--- config.mk ---
export PLATFORM = sky130hd
export DESIGN_NAME = tick_timer
export DESIGN_NICKNAME = d
export VERILOG_FILES = /design/src/rtl/tick_timer_pkg.sv /design/src/rtl/tick_timer.sv
export SDC_FILE = /design/constraint.sdc
export NUM_CORES = 1
export LEC_CHECK = 0
export BUFFER_PORTS_ARGS = -buffer_cell sky130_fd_sc_hd__buf_2
export CAP_MARGIN = 20
export CORE_MARGIN = 2
export CORE_UTILIZATION = 54
export DETAILED_ROUTE_END_ITERATION = 16
export HOLD_SLACK_MARGIN = 0.05
export PLACE_DENSITY = 0.78
export RECOVER_POWER = 50
export SYNTH_ARGS = -nofsm -noshare
export SYNTH_HDL_FRONTEND = slang
export SYNTH_SLANG_ARGS = --single-unit
--- constraint.sdc ---
create_clock -name sys_clk -period 3 [get_ports sys_clk]
set_clock_uncertainty 0.05 [all_clocks]
set_input_delay 0.6 -clock sys_clk [delete_from_list [all_inputs] [get_ports sys_clk]]
set_output_delay 0.6 -clock sys_clk [all_outputs]
set_load 0.02 [all_outputs]
--- src/rtl/tick_timer_pkg.sv ---
// Shared definitions for the tick-driven countdown timer.
//   state_t : FSM encoding (IDLE, RUN, HOLD, EXPIRED)
package tick_timer_pkg;

    typedef enum logic [1:0] {
        ST_IDLE = 2'd0,
        ST_RUN  = 2'd1,
        ST_HOLD = 2'd2,
        ST_EXP  = 2'd3
    } state_t;

endpackage

--- src/rtl/tick_timer.sv ---
// Programmable countdown timer that counts tick_en pulses rather than clock
// edges. Expiry raises a one-cycle done pulse and sets a sticky irq.
// Supports one-shot and auto-reload modes, plus pause (stop) and resume (start).
// Ports:
//   sys_clk, sys_rst         : clock, synchronous active-high reset
//   tick_en                  : count enable, one sys_clk wide (may be held high)
//   load, load_val           : capture a new reload/count value
//   start, stop              : begin/resume and pause pulses
//   auto_reload              : 1 = periodic, 0 = one-shot (sampled at expiry)
//   irq_clr                  : clear the sticky irq
//   cnt_val, running, done, irq : registered status outputs
module tick_timer
    import tick_timer_pkg::*;
#(
    parameter int CNT_W = 16
) (
    input  logic             sys_clk,
    input  logic             sys_rst,
    input  logic             tick_en,
    input  logic             load,
    input  logic [CNT_W-1:0] load_val,
    input  logic             start,
    input  logic             stop,
    input  logic             auto_reload,
    input  logic             irq_clr,
    output logic [CNT_W-1:0] cnt_val,
    output logic             running,
    output logic             done,
    output logic             irq
);

    state_t           state, state_nxt;
    logic [CNT_W-1:0] reload_reg, reload_nxt, cnt_nxt;
    logic             expire;

    // One priority chain: load > stop > start > tick_en. A start while already
    // running does nothing, so it falls through and the tick still counts.
    always_comb begin
        state_nxt  = state;
        cnt_nxt    = cnt_val;
        reload_nxt = reload_reg;
        expire     = 1'b0;
        if (load) begin
            reload_nxt = load_val;
            cnt_nxt    = load_val;
            state_nxt  = (start && load_val != '0) ? ST_RUN : ST_IDLE;
        end else if (stop) begin
            if (state == ST_RUN) state_nxt = ST_HOLD;
        end else if (start && state != ST_RUN) begin
            unique case (state)
                ST_EXP: begin
                    // Restart from the reload value; the counter sits at 0 here.
                    if (reload_reg != '0) begin
                        cnt_nxt   = reload_reg;
                        state_nxt = ST_RUN;
                    end
                end
                default: begin
                    if (cnt_val != '0) state_nxt = ST_RUN;
                end
            endcase
        end else if (state == ST_RUN && tick_en) begin
            if (cnt_val > CNT_W'(1)) begin
                cnt_nxt = cnt_val - CNT_W'(1);
            end else if (cnt_val == CNT_W'(1)) begin
                expire = 1'b1;
                if (auto_reload) begin
                    cnt_nxt = reload_reg;
                end else begin
                    cnt_nxt   = '0;
                    state_nxt = ST_EXP;
                end
            end
        end
    end

    always_ff @(posedge sys_clk) begin
        if (sys_rst) begin
            state      <= ST_IDLE;
            cnt_val    <= '0;
            reload_reg <= '0;
            running    <= 1'b0;
            done       <= 1'b0;
            irq        <= 1'b0;
        end else begin
            state      <= state_nxt;
            cnt_val    <= cnt_nxt;
            reload_reg <= reload_nxt;
            running    <= (state_nxt == ST_RUN);
            done       <= expire;
            // A new expiry beats a simultaneous clear.
            irq        <= expire | (irq & ~irq_clr);
        end
    end

endmodule
### After elaboration in Yosys (flattened, before gate mapping)

Cells that the tools add are included.

* flip-flop bits (word level): 37
* bits of input ports: 24
* output and inout bits: 19
* logic and storage cells: 55

* add/subtract/negate cells: 1
* magnitude comparators: 1
* equality and inequality tests: 8
* muxes and demuxes: 27
* bitwise operators: 3
* reductions and logical operators: 9

Operators by type and width (number)
* $mux 16: 9
* $reduce_bool 16->1: 3
* $mux 2: 11
* $eq 16x1->1 const B: 1
* $gt 16x1->1 const B: 1
* $sub 16x1->16 const B: 1
* $mux 1: 7
* $ne 3x2->1 const B: 2
* $reduce_and 5->1: 1
* $eq 2x1->1 const B: 2
* $reduce_bool 4->1: 1
* $logic_and 1x1->1: 3
* $reduce_bool 3->1: 1
* $eq 2x2->1 const B: 1
* $ne 2x1->1 const B: 1
* $ne 2x2->1 const B: 1
* $and 1x1->1: 1
* $not 1->1: 1
* $or 1x1->1: 1

### Logic depth before layout (Yosys ltp)

Gate-level depths: netlist of run 1.

* depth after elaboration: 8
* depth in mapped cells: 9
* gate-level depth less buffers: 7

### Worst setup path before layout of run 1

No wires, ideal clock.

* path kind: register -> register
* start: register cnt_val[0]
* end: register cnt_val[10]
* library setup time: 92 ps
* arrival time: 2215 ps
* required time: 2858 ps
* setup slack: 642 ps
* cell stages (with the launch flop): 10
* buffers on the path: 2
* period minus slack after synthesis: 2358 ps
* cell sequence: dfxtp_1 inv_1 ha_1 or2_2 and4_1 buf_4 a21oi_1 buf_2 a22oi_1 o32ai_1

* word-level cells in the longest chain between the ends: 6
* elaborated cells on any way between the ends: 10
* those cells by class: 1 x add/sub; 1 x order compare; 1 x eq/ne; 5 x mux; 2 x reduce/logical

Ends and longest elaborated chain
* start, declared: RTL line tick_timer.sv:26 `output logic [CNT_W-1:0] cnt_val,`
* start signal, assigned: RTL line tick_timer.sv:87 `cnt_val <= cnt_nxt;`
* $sub 16x1->16 / $gt 16x1->1 (equally long branches): RTL line tick_timer.sv:64, tick_timer.sv:63
* $mux 16: RTL line tick_timer.sv:63 `if (cnt_val > CNT_W'(1)) begin`
* $mux 16: RTL line tick_timer.sv:62 `end else if (state == ST_RUN && tick_en) begin`
* $mux 16: RTL line tick_timer.sv:49 `end else if (start && state != ST_RUN) begin`
* $mux 16: RTL line tick_timer.sv:47 `end else if (stop) begin`
* $mux 16: RTL line tick_timer.sv:43 `if (load) begin`

Several ways; a longest one is shown, not always the timed one. The select of a mux whose other input is x is not followed.
A chain may end at the register's enable or synchronous reset.

### Final worst setup path of run 1

* start: register cnt_val[8]
* end: register cnt_val[0]

* word-level cells in the longest chain between the ends: 6
* elaborated cells on any way between the ends: 9
* those cells by class: 1 x order compare; 1 x eq/ne; 5 x mux; 2 x reduce/logical

Ends and longest elaborated chain (RTL line)
* $gt 16x1->1: tick_timer.sv:63
* $mux 16: tick_timer.sv:63
* $mux 16: tick_timer.sv:62
* $mux 16: tick_timer.sv:49
* $mux 16: tick_timer.sv:47
* $mux 16: tick_timer.sv:43

Several ways; a longest one is shown, not always the timed one. The select of a mux whose other input is x is not followed.

==> flow_metrics.py, run 1 <==
metrics = {
    "finish": {
        "diodes": 0,
        "mostFrequentLayoutCells": "dfxtp_1 (37), buf_2 (30), nor2_1 (24)",
        "fillers": 378,
        "syn2layout_area_growth_pct": 12.3,
        "layout.cells.most_common": "dfxtp_1",
        "final_nets": 337,
        "drive_gt1_share_pct": 17.7,
    },
    "synth": {
        "synth_area_mm2": 0.00230,
        "ys_types": 52,
        "synth_compound_area_share_pct": 30.3,
        "ys_warn_count": 0,
        "synth_simple_gate_area_share_pct": 27.8,
        "ys_seq_area_share_pct": 32.2,
        "synth_xor_area_share_pct": 0.381,
        "synthFlopType": "dfxtp_1",
        "syn_inst": 273,
        "synth_mux_area_share_pct": 2.18,
        "synth_top_family_by_area": "compound AO/OA/AOI/OAI gates",
        "async_reset_ff_share_pct": 0,
        "synth_adder_area_share_pct": 1.63,
        "synth_area_per_cell_um2": 8.41,
        "synth-seq-cells": 37,
        "synthesis.nets": 300,
        "synth_edf_count": 0,
    },
    "sta": {
        "holdWs_ns": 0.409,
        "period_needed_ns": 2.54,
        "finalSetupTns_ns": 0,
        "setup_viol": 0,
        "fmax_mhz": 394,
        "post-route-period-util_pct": 84.6,
        "relSlewSlack_pct": 40.7,
        "report.final.slew_viol_count": 0,
        "rsz0062_at_grt": "false",
        "worst-slew-pin-transition_ns": 0.882,
        "finalHoldViolCount": 0,
    },
    "grt": {
        "grt_start_max_net_pins": 25,
        "antenna_found_initial": 0,
        "grt_use_total_pct": 27.9,
        "grt_pass1_vias": 2063,
        "grt_pass1_wl_um": 10800,
        "grt_overflow": 0,
    },
    "setup_path": {
        "path_class": "flip-flop to flip-flop",
        "slowest_stage": "nor4_1",
        "timing.rr.end": "cnt_val[0]",
        "cp_max_fo": 16,
        "cp-start-kind": "flip-flop",
        "rrSetupSlack_ns": 0.46,
        "cp.arrival_ns": 2.63,
        "end_kind": "flip-flop",
        "crit_chain": "nor4_1, nand4_2, o21ai_2, and2_1, a221oi_1",
        "cpPeakStageDelay_ns": 0.78,
        "cp-startpoint": "cnt_val[8]",
        "reg2reg_depth": 5,
        "critPathRequiredTime_ns": 3.10,
        "r2r_start": "cnt_val[8]",
        "crit_end": "cnt_val[0]",
    },
    "route": {
        "firstDrtPassIters": 5,
        "routed_via_density": 6.64,
        "wl_met1_um": 2960,
        "drt-wirelength-per-cell_um": 18.6,
        "top_layer": "met4",
        "drt_iter0_markers": 190,
        "drtAntennaViolNets": 0,
        "via_count": 2390,
        "drc": 0,
        "finalWirelength_um": 6680,
        "met3_length_um": 663,
        "met2_length_um": 2930,
    },
    "clock_network": {
        "cts_tree": "yes",
        "cts_setup_buffers": 0,
        "cts_buffers": 5,
        "cts.repair.resized": 0,
        "clockBufferDepth": 2,
        "cts_max_level": 2,
        "cts_hold_buf": 0,
        "cts.sinks": 37,
        "clock_latency_ns": 0.29,
        "path_clk_slew_ns": 0.07,
        "cts_root_buf": "clkbuf_8",
    },
    "die": {
        "core_area_mm2": 0.00406,
        "fp.dieH_um": 69.2,
        "die_area_mm2": 0.00479,
        "std_cell_rows": 23,
        "die_x_um": 69.2,
        "start_util_pct": 56.6,
        "io_pins": 43,
    },
    "power": {
        "powerDensity_mw_per_mm2": 518,
        "ir_drop_uv": 404,
        "p_leak_uw": 0.00101,
    },
    "outcome": {
        "status": "finished, final reports clean",
    },
    "flow_run": {
        "drv_cap": 0,
    },
    "placed_design": {
        "port_buffers": 42,
        "place_hpwl_um": 5060,
        "routabilityCongestion": 0.983,
    },
    "worst_hold_path": {
        "min_path_type": "flip-flop to flip-flop",
    },
}
-- kinds of logic after synthesis --
logic type,count (synthesis)
xor+xnor,1
mux,5
compound gates,90
buf+inv,26
flops,37
fa+ha+maj,3
simple gates,111
-- cells in the mapped netlist (3+ instances only) --
library cell | count | area (um^2)
nand2b_1 | 13 | 81.3
inv_1 | 8 | 30.0
a21o_1 | 3 | 22.5
a32oi_1 | 4 | 35.0
a221oi_1 | 5 | 43.8
and2_1 | 8 | 50.1
nand3_1 | 3 | 15.0
a22oi_1 | 15 | 113
dfxtp_1 | 37 | 741
o32ai_1 | 12 | 105
ha_1 | 3 | 37.5
a31oi_1 | 9 | 56.3
or3_1 | 5 | 31.3
mux2i_1 | 5 | 50.1
or4_1 | 3 | 22.5
o21ai_0 | 3 | 15.0
o41ai_1 | 5 | 43.8
nand4_1 | 3 | 18.8
buf_2 | 5 | 25.0
or2_2 | 3 | 18.8
a21oi_1 | 17 | 85.1
nor4_1 | 12 | 75.1
nand2_1 | 23 | 86.3
nor2_1 | 24 | 90.1
clkbuf_1 | 9 | 33.8
-- worst max-delay path, delay by kind of cell (launching register included) --
kind / cells / cell delay [ns]
simple gates: 3 / 1.59
compound gates: 2 / 0.41
flops: 1 / 0.34
-- stage by stage --
step | cell area [um^2] | cells | total power [uW] | util (%) | worst slack [ns]
floorplan | 2300 | 273 | 866 | - | 0.642
global placement | 2520 | 353 | 975 | 62.1 | 0.739
detailed placement | 2520 | 353 | 979 | 62.1 | 0.710
CTS | 2610 | 360 | 1330 | 64.2 | 0.659
global route | 2580 | 360 | 1400 | 63.6 | 0.247
finish | 2580 | 360 | 1340 | 63.6 | 0.463
-- layer usage --
metal  global-route usage, %  vias to the layer above
met4                    7.41                        0
met2                    41.7                      128
li1                        -                     1142
met3                    5.09                       10
met1                    41.4                     1110
met5                       0                        -
-- final cells by class --
type,count,area (um^2),share of cell area (%)
tap,50,62.6,2.42
clock buffer,7,86.3,3.35
sequential,37,741,28.7
multi-input combinational,210,1420,55.2
timing repair buffer,48,236,9.17
inverter,8,30.0,1.16
-- power by group --
group	total [uW]	switching [uW]	internal, uW	leakage (uW)
sequential	565	41.9	523	0.000304
clock	359	177	182	0.0000443
combinational	412	259	152	0.000661
-- how the worst min path moves through the flow --
stage,slack [ns],startpoint,to,depth (start not counted)
after floorplan,0.40,reload_reg[6],reload_reg[6],2
after CTS,0.41,irq,irq,1
final,0.41,irq,irq,1
after detailed placement,0.39,irq,irq,1
after global placement,0.38,irq,irq,1
after global routing,0.44,irq,irq,1
Note: power is estimated with default switching activity, not from simulation.
==> inputs of run 2 (changes only) <==
--- a/config.mk
+++ b/config.mk
@@ -8,10 +8,10 @@
 export BUFFER_PORTS_ARGS = -buffer_cell sky130_fd_sc_hd__buf_2
 export CAP_MARGIN = 20
 export CORE_MARGIN = 2
-export CORE_UTILIZATION = 54
+export CORE_UTILIZATION = 50
 export DETAILED_ROUTE_END_ITERATION = 16
 export HOLD_SLACK_MARGIN = 0.05
-export PLACE_DENSITY = 0.78
+export PLACE_DENSITY = 0.76
 export RECOVER_POWER = 50
 export SYNTH_ARGS = -nofsm -noshare
 export SYNTH_HDL_FRONTEND = slang
==> constraint.sdc (replaced) <==
create_clock -name sys_clk -period 2.25 [get_ports sys_clk]
set_clock_uncertainty 0.05 [all_clocks]
set_input_delay 0.45 -clock sys_clk [delete_from_list [all_inputs] [get_ports sys_clk]]
set_output_delay 0.45 -clock sys_clk [all_outputs]
set_load 0.02 [all_outputs]
==> run 2 against run 1 <==
Compared with the run above: fmax up 15%; first-iteration DRC count grew 24%; flip-flop and latch count did not move; final cell count grew 3.9%; clock power rose by 92%; routed wire length increased by 2.8%; utilization up 0.40 points; total power rose by 54%; critical path type unchanged.
==> flow_metrics.py, run 2 (same netlist as run 1, synthesis figures left out) <==
metrics = {
    "outcome": {
        "status": "finished, final reports clean",
    },
    "grt": {
        "grt_start_max_net_pins": 28,
        "grt_use_total_pct": 27.7,
        "antenna_found_initial": 0,
        "grt_pass1_wl_um": 11100,
        "grt_pass1_vias": 2242,
        "grt_overflow": 0,
    },
    "sta": {
        "report.final.slew_viol_count": 0,
        "finalHoldViolCount": 0,
        "setup_slack_ns": 0.0350,
        "post-route-period-util_pct": 98.4,
        "worst-slew-pin-transition_ns": 0.814,
        "fmax_mhz": 451,
        "period_needed_ns": 2.21,
        "relSlewSlack_pct": 45.8,
        "setup_viol": 0,
        "rsz0062_at_grt": "true",
    },
    "finish": {
        "mostFrequentLayoutCells": "buf_2 (38), dfxtp_1 (35), nor2_1 (23), nand2_1 (23), a21oi_1 (16)",
        "layout.cells.most_common": "buf_2",
        "final_nets": 348,
        "drive_gt1_share_pct": 27.3,
        "syn2layout_area_growth_pct": 22.1,
        "stdcell_count": 374,
        "diodes": 0,
    },
    "route": {
        "via_count": 2466,
        "drt_iter0_markers": 236,
        "drt-wirelength-per-cell_um": 18.3,
        "drc": 0,
        "routed_via_density": 6.59,
        "drtAntennaViolNets": 0,
        "finalWirelength_um": 6860,
        "firstDrtPassIters": 5,
    },
    "setup_path": {
        "path_class": "flip-flop to flip-flop",
        "cp-start-kind": "flip-flop",
        "cpPeakStageDelay_ns": 0.38,
        "crit_buf_inv": 1,
        "crit_chain": "inv_1, ha_1, or2_2, and4_4, a21o_4, a311oi_2, o32ai_1",
        "slowest_stage": "dfxtp_4",
        "end_kind": "flip-flop",
        "cp_max_fo": 15,
        "cp_top_family": "compound AO/OA/AOI/OAI gates",
        "critPathRequiredTime_ns": 2.36,
        "cp.arrival_ns": 2.33,
    },
    "clock_network": {
        "clock_latency_ns": 0.30,
        "clockBufferDepth": 2,
        "cts.sinks": 37,
        "cts_max_level": 2,
        "path_clk_slew_ns": 0.08,
        "cts_setup_buffers": 0,
        "cts_buffers": 5,
        "cts_root_buf": "clkbuf_8",
        "cts_tree": "yes",
    },
    "placed_design": {
        "place_hpwl_um": 5260,
        "pre_cts_ws_ns": -0.00876,
        "routabilityCongestion": 1.01,
        "dp.cells": 366,
        "port_buffers": 42,
    },
    "die": {
        "core_area_mm2": 0.00438,
        "die_area_mm2": 0.00515,
        "fp.dieH_um": 71.8,
        "std_cell_rows": 24,
        "die_x_um": 71.8,
        "io_pins": 43,
        "start_util_pct": 52.4,
    },
    "power": {
        "ir_drop_uv": 491,
        "p_leak_uw": 0.00114,
        "powerDensity_mw_per_mm2": 734,
    },
    "worst_hold_path": {
        "min_path_type": "input pin to flip-flop",
    },
    "flow_run": {
        "drv_cap": 0,
    },
}
run 2: stage by stage:
| step | hold WS, ns | TNS (ns) | instance area (um^2) | power (uW) | utilization, % |
|---|---|---|---|---|---|
| global placement | 0.379 | 0 | 2620 | 1330 | 59.8 |
| floorplan | 0.404 | 0 | 2300 | 1160 | - |
| CTS | 0.384 | 0 | 2770 | 2030 | 63.2 |
| finish | 0.386 | 0 | 2810 | 2060 | 64.0 |
| global route | 0.400 | -0.00898 | 2810 | 2140 | 64.0 |
| detailed placement | 0.387 | -0.0130 | 2620 | 1340 | 59.8 |
run 2: report_power, final:
group          switching (uW)  leakage [uW]  total, uW  internal (uW)
Combinational             366      0.000768        613            247
Sequential               56.3      0.000305        754            697
Clock                     251     0.0000681        691            440
Total                     673       0.00114       2060           1390
run 2: path summary, 6_finish.rpt:
kind | from | to | slack [ns] | cells past startpoint
setup / recovery | cnt_val[0] | cnt_val[15] | 0.04 | 7
hold / removal | load_val[1] | reload_reg[1] | 0.39 | 3
setup reg to reg | cnt_val[0] | cnt_val[15] | 0.04 | 7
hold reg to reg | irq | irq | 0.41 | 1
run 2: layout make-up:
class                      count  area (um^2)
fill                         394         1580
multi-input combinational    210         1490
sequential                    37          746
timing repair buffer          59          338
clock buffer                   5         68.8
clock inverter                 3         65.1
tap                           52         65.1
inverter                       8         30.0
run 2: timing repair:
item,4_1_cts,5_1_grt
setup endpoints to repair,2,14
pin swaps,0,1
gates resized for setup,2,10
gates cloned,0,0
hold buffers,0,0
run 2: worst reg2reg max path, delay by kind of cell (launching register included):
kind / cells / cell delay, ns
adder cells (fa/ha/maj): 1 / 0.24
AO/OA/AOI/OAI: 3 / 0.76
flip-flops: 1 / 0.38
AND/OR/NAND/NOR: 2 / 0.57
buffers and inverters: 1 / 0.08
run 2: routing by layer:
layer | up-vias | part of all wire (%) | global-route usage, %
met4 | 0 | 1.9 | 9.01
li1 | 1161 | - | -
met3 | 15 | 9.2 | 6.33
met2 | 128 | 44 | 42.9
met1 | 1162 | 45 | 38.4
met5 | - | 0 | 0
